### src/rtl/usb_sniffer_wr_buffer_if.sv
// Bus bundle for the sniffer posted-write buffer.
// Carries the Wishbone request side (mem_*) and the RAM-bridge write side (ram_*).

interface usb_sniffer_wr_buffer_if;
  // Wishbone memory master -> buffer
  logic [31:0] mem_addr;
  logic [31:0] mem_data;
  logic [3:0]  mem_sel;
  logic        mem_stb;
  logic        mem_we;
  logic        mem_stall;
  logic        mem_ack;

  // buffer -> SoC RAM bridge
  logic [29:0] ram_addr;
  logic [3:0]  ram_be;
  logic [31:0] ram_data;
  logic        ram_write;
  logic        ram_ack;

  // slave is the buffer itself; master is the sniffer together with the bridge around it
  modport slave (
    input  mem_addr, mem_data, mem_sel, mem_stb, mem_we,
    output mem_stall, mem_ack,
    output ram_addr, ram_be, ram_data, ram_write,
    input  ram_ack
  );

  modport master (
    output mem_addr, mem_data, mem_sel, mem_stb, mem_we,
    input  mem_stall, mem_ack,
    input  ram_addr, ram_be, ram_data, ram_write,
    output ram_ack
  );
endinterface

### src/rtl/usb_sniffer_wr_buffer.sv
// Posted-write FIFO between the usb_sniffer Wishbone master and the SoC RAM bridge.
// Drains one entry at a time with a hold-until-ack handshake guarded by a response watchdog.

module usb_sniffer_wr_buffer #(
  parameter int DEPTH   = 16,
  parameter int TIMEOUT = 1023
) (
  input  logic                      clk_i,
  input  logic                      rst_ni,
  usb_sniffer_wr_buffer_if.slave    bus,
  output logic [$clog2(DEPTH):0]    level_o,
  output logic                      busy_o,
  output logic                      err_o,
  input  logic                      err_clr_i
);

  localparam int AW = $clog2(DEPTH);
  localparam int CW = AW + 1;
  localparam int TW = (TIMEOUT > 1) ? $clog2(TIMEOUT) : 1;
  localparam int EW = 30 + 4 + 32;
  localparam logic [CW-1:0] FULL_LEVEL = CW'(DEPTH);
  localparam logic [TW-1:0] TMR_LAST   = TW'(TIMEOUT - 1);

  typedef enum logic [1:0] {
    IDLE  = 2'd0,
    WRITE = 2'd1,
    GAP   = 2'd2
  } state_t;

  logic [EW-1:0] fifo_mem [DEPTH];
  logic [AW-1:0] wr_ptr_reg;
  logic [AW-1:0] rd_ptr_reg;
  logic [CW-1:0] count_reg;
  logic          ack_reg;

  state_t        state_reg;
  logic [TW-1:0] tmr_reg;
  logic          write_reg;
  logic          err_reg;
  logic [29:0]   addr_reg;
  logic [3:0]    be_reg;
  logic [31:0]   data_reg;

  logic full;
  logic accept;
  logic push;
  logic pop;
  logic unused_addr_lsbs;

  // Byte-lane offset is carried by the byte enables, not the word address.
  assign unused_addr_lsbs = ^bus.mem_addr[1:0];

  // Stall comes straight from the registered count, so a pop while full frees a slot one cycle later.
  assign full   = (count_reg == FULL_LEVEL);
  assign accept = bus.mem_stb && !full;
  assign push   = accept && bus.mem_we;
  assign pop    = (state_reg == IDLE) && (count_reg != '0);

  always_ff @(posedge clk_i) begin
    if (push) begin
      fifo_mem[wr_ptr_reg] <= {bus.mem_addr[31:2], bus.mem_sel, bus.mem_data};
    end
  end

  always_ff @(posedge clk_i or negedge rst_ni) begin
    if (!rst_ni) begin
      wr_ptr_reg <= '0;
      rd_ptr_reg <= '0;
      count_reg  <= '0;
      ack_reg    <= 1'b0;
    end else begin
      // Reads are acknowledged like writes but never reach the queue.
      ack_reg <= accept;
      if (push) begin
        wr_ptr_reg <= wr_ptr_reg + AW'(1);
      end
      if (pop) begin
        rd_ptr_reg <= rd_ptr_reg + AW'(1);
      end
      case ({push, pop})
        2'b10:   count_reg <= count_reg + CW'(1);
        2'b01:   count_reg <= count_reg - CW'(1);
        default: count_reg <= count_reg;
      endcase
    end
  end

  always_ff @(posedge clk_i or negedge rst_ni) begin
    if (!rst_ni) begin
      state_reg <= IDLE;
      tmr_reg   <= '0;
      write_reg <= 1'b0;
      err_reg   <= 1'b0;
      addr_reg  <= '0;
      be_reg    <= '0;
      data_reg  <= '0;
    end else begin
      // A timeout later in this block overrides the clear, so a fresh error is never lost.
      if (err_clr_i) begin
        err_reg <= 1'b0;
      end
      case (state_reg)
        IDLE: begin
          if (pop) begin
            {addr_reg, be_reg, data_reg} <= fifo_mem[rd_ptr_reg];
            write_reg <= 1'b1;
            tmr_reg   <= '0;
            state_reg <= WRITE;
          end
        end
        WRITE: begin
          if (bus.ram_ack) begin
            write_reg <= 1'b0;
            state_reg <= GAP;
          end else if (tmr_reg == TMR_LAST) begin
            write_reg <= 1'b0;
            err_reg   <= 1'b1;
            state_reg <= GAP;
          end else begin
            tmr_reg <= tmr_reg + TW'(1);
          end
        end
        GAP: begin
          // One dead cycle lets the bridge re-arm before the next request.
          state_reg <= IDLE;
        end
        default: begin
          write_reg <= 1'b0;
          state_reg <= IDLE;
        end
      endcase
    end
  end

  assign bus.mem_stall = full;
  assign bus.mem_ack   = ack_reg;
  assign bus.ram_addr  = addr_reg;
  assign bus.ram_be    = be_reg;
  assign bus.ram_data  = data_reg;
  assign bus.ram_write = write_reg;

  assign level_o = count_reg;
  assign busy_o  = (count_reg != '0) || (state_reg != IDLE);
  assign err_o   = err_reg;

endmodule

### src/flat_wrapper.sv
// flat-port wrapper written by rule: the top's interface ports become plain ports
module usb_sniffer_wr_buffer_flat 
#(
  parameter int DEPTH   = 16,
  parameter int TIMEOUT = 1023
)
  (clk_i, rst_ni, level_o, busy_o, err_o, err_clr_i, bus_mem_addr, bus_mem_data, bus_mem_sel, bus_mem_stb, bus_mem_we, bus_mem_stall, bus_mem_ack, bus_ram_addr, bus_ram_be, bus_ram_data, bus_ram_write, bus_ram_ack);
  usb_sniffer_wr_buffer_if bus_i ();
  input  logic clk_i;
  input  logic rst_ni;
  output logic [$clog2(DEPTH):0] level_o;
  output logic busy_o;
  output logic err_o;
  input  logic err_clr_i;
  input wire logic [$bits(bus_i.mem_addr)-1:0] bus_mem_addr;
  input wire logic [$bits(bus_i.mem_data)-1:0] bus_mem_data;
  input wire logic [$bits(bus_i.mem_sel)-1:0] bus_mem_sel;
  input wire logic [$bits(bus_i.mem_stb)-1:0] bus_mem_stb;
  input wire logic [$bits(bus_i.mem_we)-1:0] bus_mem_we;
  output wire logic [$bits(bus_i.mem_stall)-1:0] bus_mem_stall;
  output wire logic [$bits(bus_i.mem_ack)-1:0] bus_mem_ack;
  output wire logic [$bits(bus_i.ram_addr)-1:0] bus_ram_addr;
  output wire logic [$bits(bus_i.ram_be)-1:0] bus_ram_be;
  output wire logic [$bits(bus_i.ram_data)-1:0] bus_ram_data;
  output wire logic [$bits(bus_i.ram_write)-1:0] bus_ram_write;
  input wire logic [$bits(bus_i.ram_ack)-1:0] bus_ram_ack;
  assign bus_i.mem_addr = bus_mem_addr;
  assign bus_i.mem_data = bus_mem_data;
  assign bus_i.mem_sel = bus_mem_sel;
  assign bus_i.mem_stb = bus_mem_stb;
  assign bus_i.mem_we = bus_mem_we;
  assign bus_mem_stall = bus_i.mem_stall;
  assign bus_mem_ack = bus_i.mem_ack;
  assign bus_ram_addr = bus_i.ram_addr;
  assign bus_ram_be = bus_i.ram_be;
  assign bus_ram_data = bus_i.ram_data;
  assign bus_ram_write = bus_i.ram_write;
  assign bus_i.ram_ack = bus_ram_ack;
  usb_sniffer_wr_buffer #(.DEPTH(DEPTH), .TIMEOUT(TIMEOUT)) u_core (.clk_i(clk_i), .rst_ni(rst_ni), .bus(bus_i), .level_o(level_o), .busy_o(busy_o), .err_o(err_o), .err_clr_i(err_clr_i));
endmodule
### config.mk
export PLATFORM = sky130hd
export DESIGN_NAME = usb_sniffer_wr_buffer_flat
export DESIGN_NICKNAME = d
export VERILOG_FILES = /design/src/rtl/usb_sniffer_wr_buffer_if.sv /design/src/rtl/usb_sniffer_wr_buffer.sv /design/src/flat_wrapper.sv
export SDC_FILE = /design/constraint.sdc
export NUM_CORES = 1
export LEC_CHECK = 0
export BUFFER_PORTS_ARGS = -buffer_cell sky130_fd_sc_hd__clkbuf_2
export CORE_MARGIN = 4
export CORE_UTILIZATION = 55
export CTS_CLUSTER_SIZE = 16
export DETAILED_ROUTE_END_ITERATION = 8
export PLACE_DENSITY = 0.82
export SLEW_MARGIN = 15
export SYNTH_ARGS = -nofsm -noshare
export SYNTH_HDL_FRONTEND = slang
export SYNTH_SLANG_ARGS = --single-unit
### constraint.sdc
create_clock -name clk_i -period 7.9 [get_ports clk_i]
set_input_delay 0.395 -clock clk_i [delete_from_list [all_inputs] [get_ports clk_i]]
set_output_delay 0.395 -clock clk_i [all_outputs]
set_load 0.02 [all_outputs]
==> results of run 1 <==
worst min-delay path by stage:
stage	cells after the start	slack, ns	to	startpoint
global placement	2	0.47	u_core.bus.ram_data[27]	u_core.bus.ram_data[27]
finish	3	0.09	u_core.tmr_reg[0]	bus_ram_ack
CTS	3	0.05	u_core.tmr_reg[0]	bus_ram_ack
floorplan	0	0.1	u_core.bus.mem_ack	rst_ni
global route	3	0.09	u_core.tmr_reg[0]	bus_ram_ack
detailed placement	2	0.47	u_core.bus.ram_be[0]	u_core.bus.ram_be[0]
cell usage after synthesis (all sizes together), types with 2 or more instances:
cell type | n | area share, %
edfxtp | 1056 | 72
mux4 | 264 | 14
mux2i | 132 | 3.0
dfrtp | 94 | 5.4
nand2 | 87 | 0.75
buf | 69 | 0.89
o221ai | 66 | 1.7
clkbuf | 36 | 0.31
nor2 | 17 | 0.15
ha | 11 | 0.31
o21ai | 11 | 0.13
inv | 10 | 0.086
nand3 | 9 | 0.10
a21oi | 8 | 0.091
nor3 | 7 | 0.080
xnor2 | 7 | 0.14
o31ai | 6 | 0.10
nand2b | 5 | 0.077
nand4 | 4 | 0.071
or4 | 4 | 0.077
o211ai | 3 | 0.051
xor2 | 3 | 0.060
a31oi | 2 | 0.029
and2 | 2 | 0.029
nor2b | 2 | 0.029
nor3b | 2 | 0.046
nor4 | 2 | 0.029
o211a | 2 | 0.046
or3 | 2 | 0.029
report_power, final:
group	total [µW]	switching, µW	internal, µW
combinational	4650	2610	2040
clock	5200	2240	2960
sequential	7540	376	7170
total	17400	5230	12200
cell usage in the layout, fill, tap and decap left out, types with 4 or more instances in the layout:
cell type and count:
nand2b_1 4, xnor2_1 7, clkbuf_2 146, diode_2 8
clkinv_1 17, clkbuf_16 109, dfrtp_1 91, nand2_1 86
bufinv_16 9, edfxtp_1 1056, a21oi_1 8, inv_1 9
mux2i_1 132, ha_1 11, clkbuf_8 11, nor3_2 4
o221ai_1 38, clkbuf_1 24, o31ai_1 5, buf_4 40
nand3_1 9, o221ai_2 28, mux4_2 264, nor2_1 5
clkinv_2 23, nor2_4 12, o21ai_0 10
cell type report:
type,count,area (µm²)
Fill cell,5055,29400
Antenna cell,8,20.0
Timing Repair Buffer,192,1120
Sequential cell,1150,34100
Clock buffer,144,2970
Clock inverter,61,632
Tap cell,1050,1310
Inverter,10,37.5
Multi-Input combinational cell,665,9280
through the flow:
stage                     power, µW  instances
final                         17400       3280
after global placement        12100       3064
after detailed placement      12300       3064
after CTS                     17500       3272
after global routing          18100       3278
after floorplan               11000       1930
per-layer routing:
metal	part of all wire [%]	vias up
met5	0.080	-
met2	51	1178
met1	37	11100
met3	9.4	217
met4	3.2	12
li1	-	8534
cells by family (layout without fill, tap and decap cells):
family | Yosys count | after routing | share of synthesized area (%)
compound gates | 101 | 101 | 2.24
xor+xnor | 10 | 10 | 0.200
fa+ha+maj | 11 | 11 | 0.314
buf+inv | 115 | 407 | 1.29
flops | 1150 | 1150 | 77.8
mux | 397 | 397 | 16.6
other cells | 0 | 8 | 0
simple gates | 146 | 146 | 1.52
worst max-delay path: cells and delay by family (launching register included):
family / cells / cell delay [ns]
flip-flops: 1 / 0.48
AO/OA/AOI/OAI: 2 / 0.86
buffers and inverters: 2 / 1.04
AND/OR/NAND/NOR: 2 / 1.25
==> flow_summary_export.csv, run 1 <==
group,metric,value,unit
critical_path,path_cells,"or4_4 > o21ai_4 > inv_2 > nand2b_4 > buf_4 > o221ai_1",
status,outcome,"finished clean",
grt,antenna_found_initial,15,
placed_design,dpl_worst_slack,4.05,ns
grt,grtUsageMet2,38.7,%
critical_path,cp-startpoint,"u_core.level_o[2]",
synthesis,netlist_instances,1930,
pwr,power.density,352,nW/µm²
final_layout,finish.utilization,62.7,%
die,initial_utilization,55.5,%
pwr,p_leak,0.0162,µW
critical_path,cp-start-kind,"register",
drt,wire_per_inst,30.4,µm
critical_path,r2r_slack,4.05,ns
final_layout,areaGrowthSynthToFinish,13.0,%
grt,gr-max-usage-layer,"met2",
grt,met1_usage,31.9,%
timing,period_needed,3.85,ns
placed_design,place_congestion,0.769,
critical_path,crit_path_end_kind,"register",
critical_path,cp.arrival,4.35,ns
placed_design,placed_cell_area,45800,µm²
timing,hold_viol,0,
die,die_height,290,µm
timing,period_share,48.7,%
synthesis,syn_nets,2015,
die,core_region_area,78900,µm²
synthesis,syn_area_per_cell,22.7,µm²
critical_path,cp.required,8.40,ns
cts,cts_inserted_buffers,109,
timing,tightestPinTransition,1.25,ns
cts,cts.sinks,1150,
drt,routed_wl,99.6,mm
drt,firstDrtPassIters,5,
grt,grt_pass1_vias,22100,
cts,clock_path_buffers,3,
synthesis,synth-async-reset-ratio,8.17,%
final_layout,largest_reg_flops,1056,
cts,cts_tree,"built",
die,die_w,290,µm
timing,rsz0062_at_grt,"no",
grt,grt_usage,23.7,%
timing,hold_ws,0.0906,ns
flow_run,max_cap_violations,0,
synthesis,netlist_area,43800,µm²
timing,skew,0.0430,ns
cts,cts.repair.resized,0,
synthesis,synth_enable_flop_cells,1056,
grt,overflow,0,
timing,setup_viol,0,
cts,cts-root-buf,"clkbuf_16",
synthesis,ys.flop_type,"edfxtp_1",
die,num_rows,103,
grt,grt_pass1_wl,148,mm
critical_path,r2r_cells,6,
cts,cts_max_level,3,
final_layout,fin_nets,2213,
synthesis,synth-seq-cells,1150,
cts,ctsHoldBuffers,3,
timing,clock.fmax,260,MHz
cts,clk_latency,0.69,ns
critical_path,cpMaxStageDelayCell,"buf_4",
grt,grt_max_degree,171,
synthesis,synth_seq_area_share,77.8,%
drt,drc,0,
cts,clk_pin_slew,0.06,ns
drt,via_per_inst,6.42,
synthesis,ys_warn_count,0,
worst_hold_path,min_path_type,"primary input to register",
timing,setup_tns,0,ns
critical_path,r2r-end,"u_core.bus.ram_data[8]",
critical_path,crit_type,"register to register",
critical_path,timing.rr.start,"u_core.level_o[2]",
die,num_io_pins,150,
final_layout,drive_gt1_share,30.3,%
timing,report.final.slew_viol_count,0,
drt,ant_nets,0,
synthesis,synth.distinct_cells,48,
placed_design,port_buffers,147,
pwr,ir_drop,0.321,mV
timing,slew_headroom,16.9,%
final_layout,top_register,"u_core.fifo_mem",
placed_design,post-dp-hpwl,48.3,mm
critical_path,cp_max_fo,36,
critical_path,endpoint,"u_core.bus.ram_data[8]",
drt,drt_iter0_drc,2608,
timing,layout_setup_ws,4.05,ns
critical_path,slowest_delay,0.73,ns
final_layout,post-route-cell-area,49400,µm²
grt,grt_use_met3,5.56,%
cts,post_cts_buffers,0,
die,die_area,84200,µm²
drt,vias,21100,
Note: power is estimated with default switching activity, not from simulation.
==> run 2, diff against run 1 <==
--- a/config.mk
+++ b/config.mk
@@ -10,7 +10,7 @@
 export CORE_UTILIZATION = 55
 export CTS_CLUSTER_SIZE = 16
 export DETAILED_ROUTE_END_ITERATION = 8
-export PLACE_DENSITY = 0.82
+export PLACE_DENSITY = 0.85
 export SLEW_MARGIN = 15
 export SYNTH_ARGS = -nofsm -noshare
 export SYNTH_HDL_FRONTEND = slang
==> constraint.sdc (replaced) <==
create_clock -name clk_i -period 3.4 [get_ports clk_i]
set_input_delay 0.17 -clock clk_i [delete_from_list [all_inputs] [get_ports clk_i]]
set_output_delay 0.17 -clock clk_i [all_outputs]
set_load 0.02 [all_outputs]
==> flow_summary_export.csv, run 2 (synthesis results as in run 1) <==
group,metric,value,unit
final_layout,final_common_cell,"edfxtp_1",
critical_path,timing.rr.start,"u_core.level_o[2]",
critical_path,slowest_delay,0.59,ns
drt,drc,0,
cts,cts_max_level,3,
timing,period_needed,3.04,ns
die,die_w,290,µm
critical_path,cp.required,3.98,ns
critical_path,crit_path_end_kind,"register",
critical_path,cp.arrival,3.62,ns
timing,setup_viol,0,
flow_run,max_cap_violations,0,
drt,wire_per_inst,31.7,µm
timing,skew,0.0303,ns
drt,via_per_inst,6.57,
critical_path,r2r-end,"u_core.level_o[4]",
die,die_height,290,µm
timing,clock.fmax,329,MHz
critical_path,r2r_slack,0.36,ns
timing,tightestPinTransition,0.838,ns
final_layout,post-route-cell-area,50900,µm²
final_layout,largest_reg_flops,1056,
critical_path,path_delay_family,"compound AO/OA/AOI/OAI gates",
die,die_area,84200,µm²
cts,cts_tree,"built",
cts,cts.repair.resized,0,
critical_path,cp_max_fo,9,
pwr,power.density,825,nW/µm²
placed_design,placed_cell_area,46300,µm²
cts,cts-root-buf,"clkbuf_16",
grt,grt_max_degree,86,
final_layout,drive_gt1_share,30.7,%
grt,grt_pass1_wl,157,mm
final_layout,finalNonFillerCells,3362,
final_layout,top_register,"u_core.fifo_mem",
cts,ctsHoldBuffers,71,
status,outcome,"finished clean",
placed_design,port_buffers,147,
final_layout,areaGrowthSynthToFinish,16.2,%
cts,clk_latency,0.69,ns
cts,clock_path_buffers,3,
timing,setup_tns,0,ns
placed_design,post-dp-hpwl,51.4,mm
worst_hold_path,min_path_type,"primary input to asynchronous set/reset pin",
critical_path,crit_buf_inv,1,
die,initial_utilization,55.5,%
critical_path,crit_type,"register to register",
timing,rsz0062_at_grt,"no",
grt,grt_usage,25.2,%
final_layout,fin_nets,2296,
timing,slew_headroom,43.6,%
die,num_io_pins,150,
cts,cts_inserted_buffers,107,
critical_path,r2r_cells,10,
cts,clk_pin_slew,0.07,ns
drt,routed_wl,107,mm
drt,firstDrtPassIters,6,
cts,post_cts_buffers,0,
final_layout,finish.utilization,64.5,%
critical_path,path_cells,"or4_4 > o211a_1 > inv_1 > ha_1 > xor2_1 > ha_1 > o211a_1 > o31ai_1 > a31oi_1 > xnor2_1",
timing,hold_viol,0,
grt,grt_pass1_vias,23300,
pwr,p_leak,0.0168,µW
critical_path,cp-start-kind,"register",
critical_path,cpMaxStageDelayCell,"or4_4",
final_layout,layout_common_cells,"1056 x edfxtp_1, 264 x mux4_2, 146 x clkbuf_2, 132 x mux2i_1, 109 x clkbuf_16",
timing,period_share,89.3,%
pwr,ir_drop,0.649,mV
timing,report.final.slew_viol_count,0,
placed_design,placed_cells,3081,
drt,ant_nets,0,
placed_design,place_congestion,0.795,
die,core_region_area,78900,µm²
drt,drt_iter0_drc,2993,
grt,overflow,0,
die,num_rows,103,
grt,antenna_found_initial,8,
cts,cts.sinks,1150,
drt,vias,22100,
## run 2: final cells by class
| class | count | area [µm²] |
|---|---|---|
| sequential | 1150 | 34100 |
| fill | 4825 | 28000 |
| multi-input combinational | 665 | 9300 |
| clock buffer | 133 | 2930 |
| timing repair buffer | 277 | 2270 |
| tap | 1050 | 1310 |
| clock inverter | 70 | 936 |
| inverter | 10 | 37.5 |
| antenna | 7 | 17.5 |
## run 2: power breakdown
part / leakage (µW) / total [µW] / switching (µW) / internal, µW
Sequential: 0.0107 / 17600 / 909 / 16600
Combinational: 0.00427 / 11500 / 6450 / 5020
Clock: 0.00189 / 13000 / 5370 / 7610
## run 2: stage by stage
stage,worst slack [ns],total power (µW),hold slack [ns]
global route,0.264,43600,0.128
finish,0.363,42000,0.104
detailed placement,0.449,28900,0.270
CTS,0.417,42100,0.0911
global placement,0.471,28500,0.243
floorplan,-0.151,25600,-0.126
## run 2: how the worst max path moves through the flow
stage | from | endpoint | slack (ns) | depth (start not counted)
floorplan | u_core.level_o[1] | u_core.fifo_mem[11][0] | -0.15 | 6
global placement | u_core.level_o[2] | u_core.level_o[4] | 0.47 | 10
detailed placement | u_core.level_o[2] | u_core.level_o[4] | 0.45 | 10
CTS | u_core.level_o[2] | u_core.level_o[4] | 0.42 | 10
global route | u_core.level_o[2] | u_core.level_o[4] | 0.26 | 10
finish | u_core.level_o[2] | u_core.level_o[4] | 0.36 | 10
## run 2: layer usage
layer | wire length [µm] | vias up | GRT usage (%) | part of all wire, %
met5 | 23 | - | 0 | 0.022
met4 | 3740 | 4 | 9.28 | 3.5
met3 | 9600 | 265 | 4.83 | 9.0
met2 | 55400 | 1535 | 42.4 | 52
met1 | 37800 | 11600 | 33.4 | 35
li1 | - | 8692 | - | -
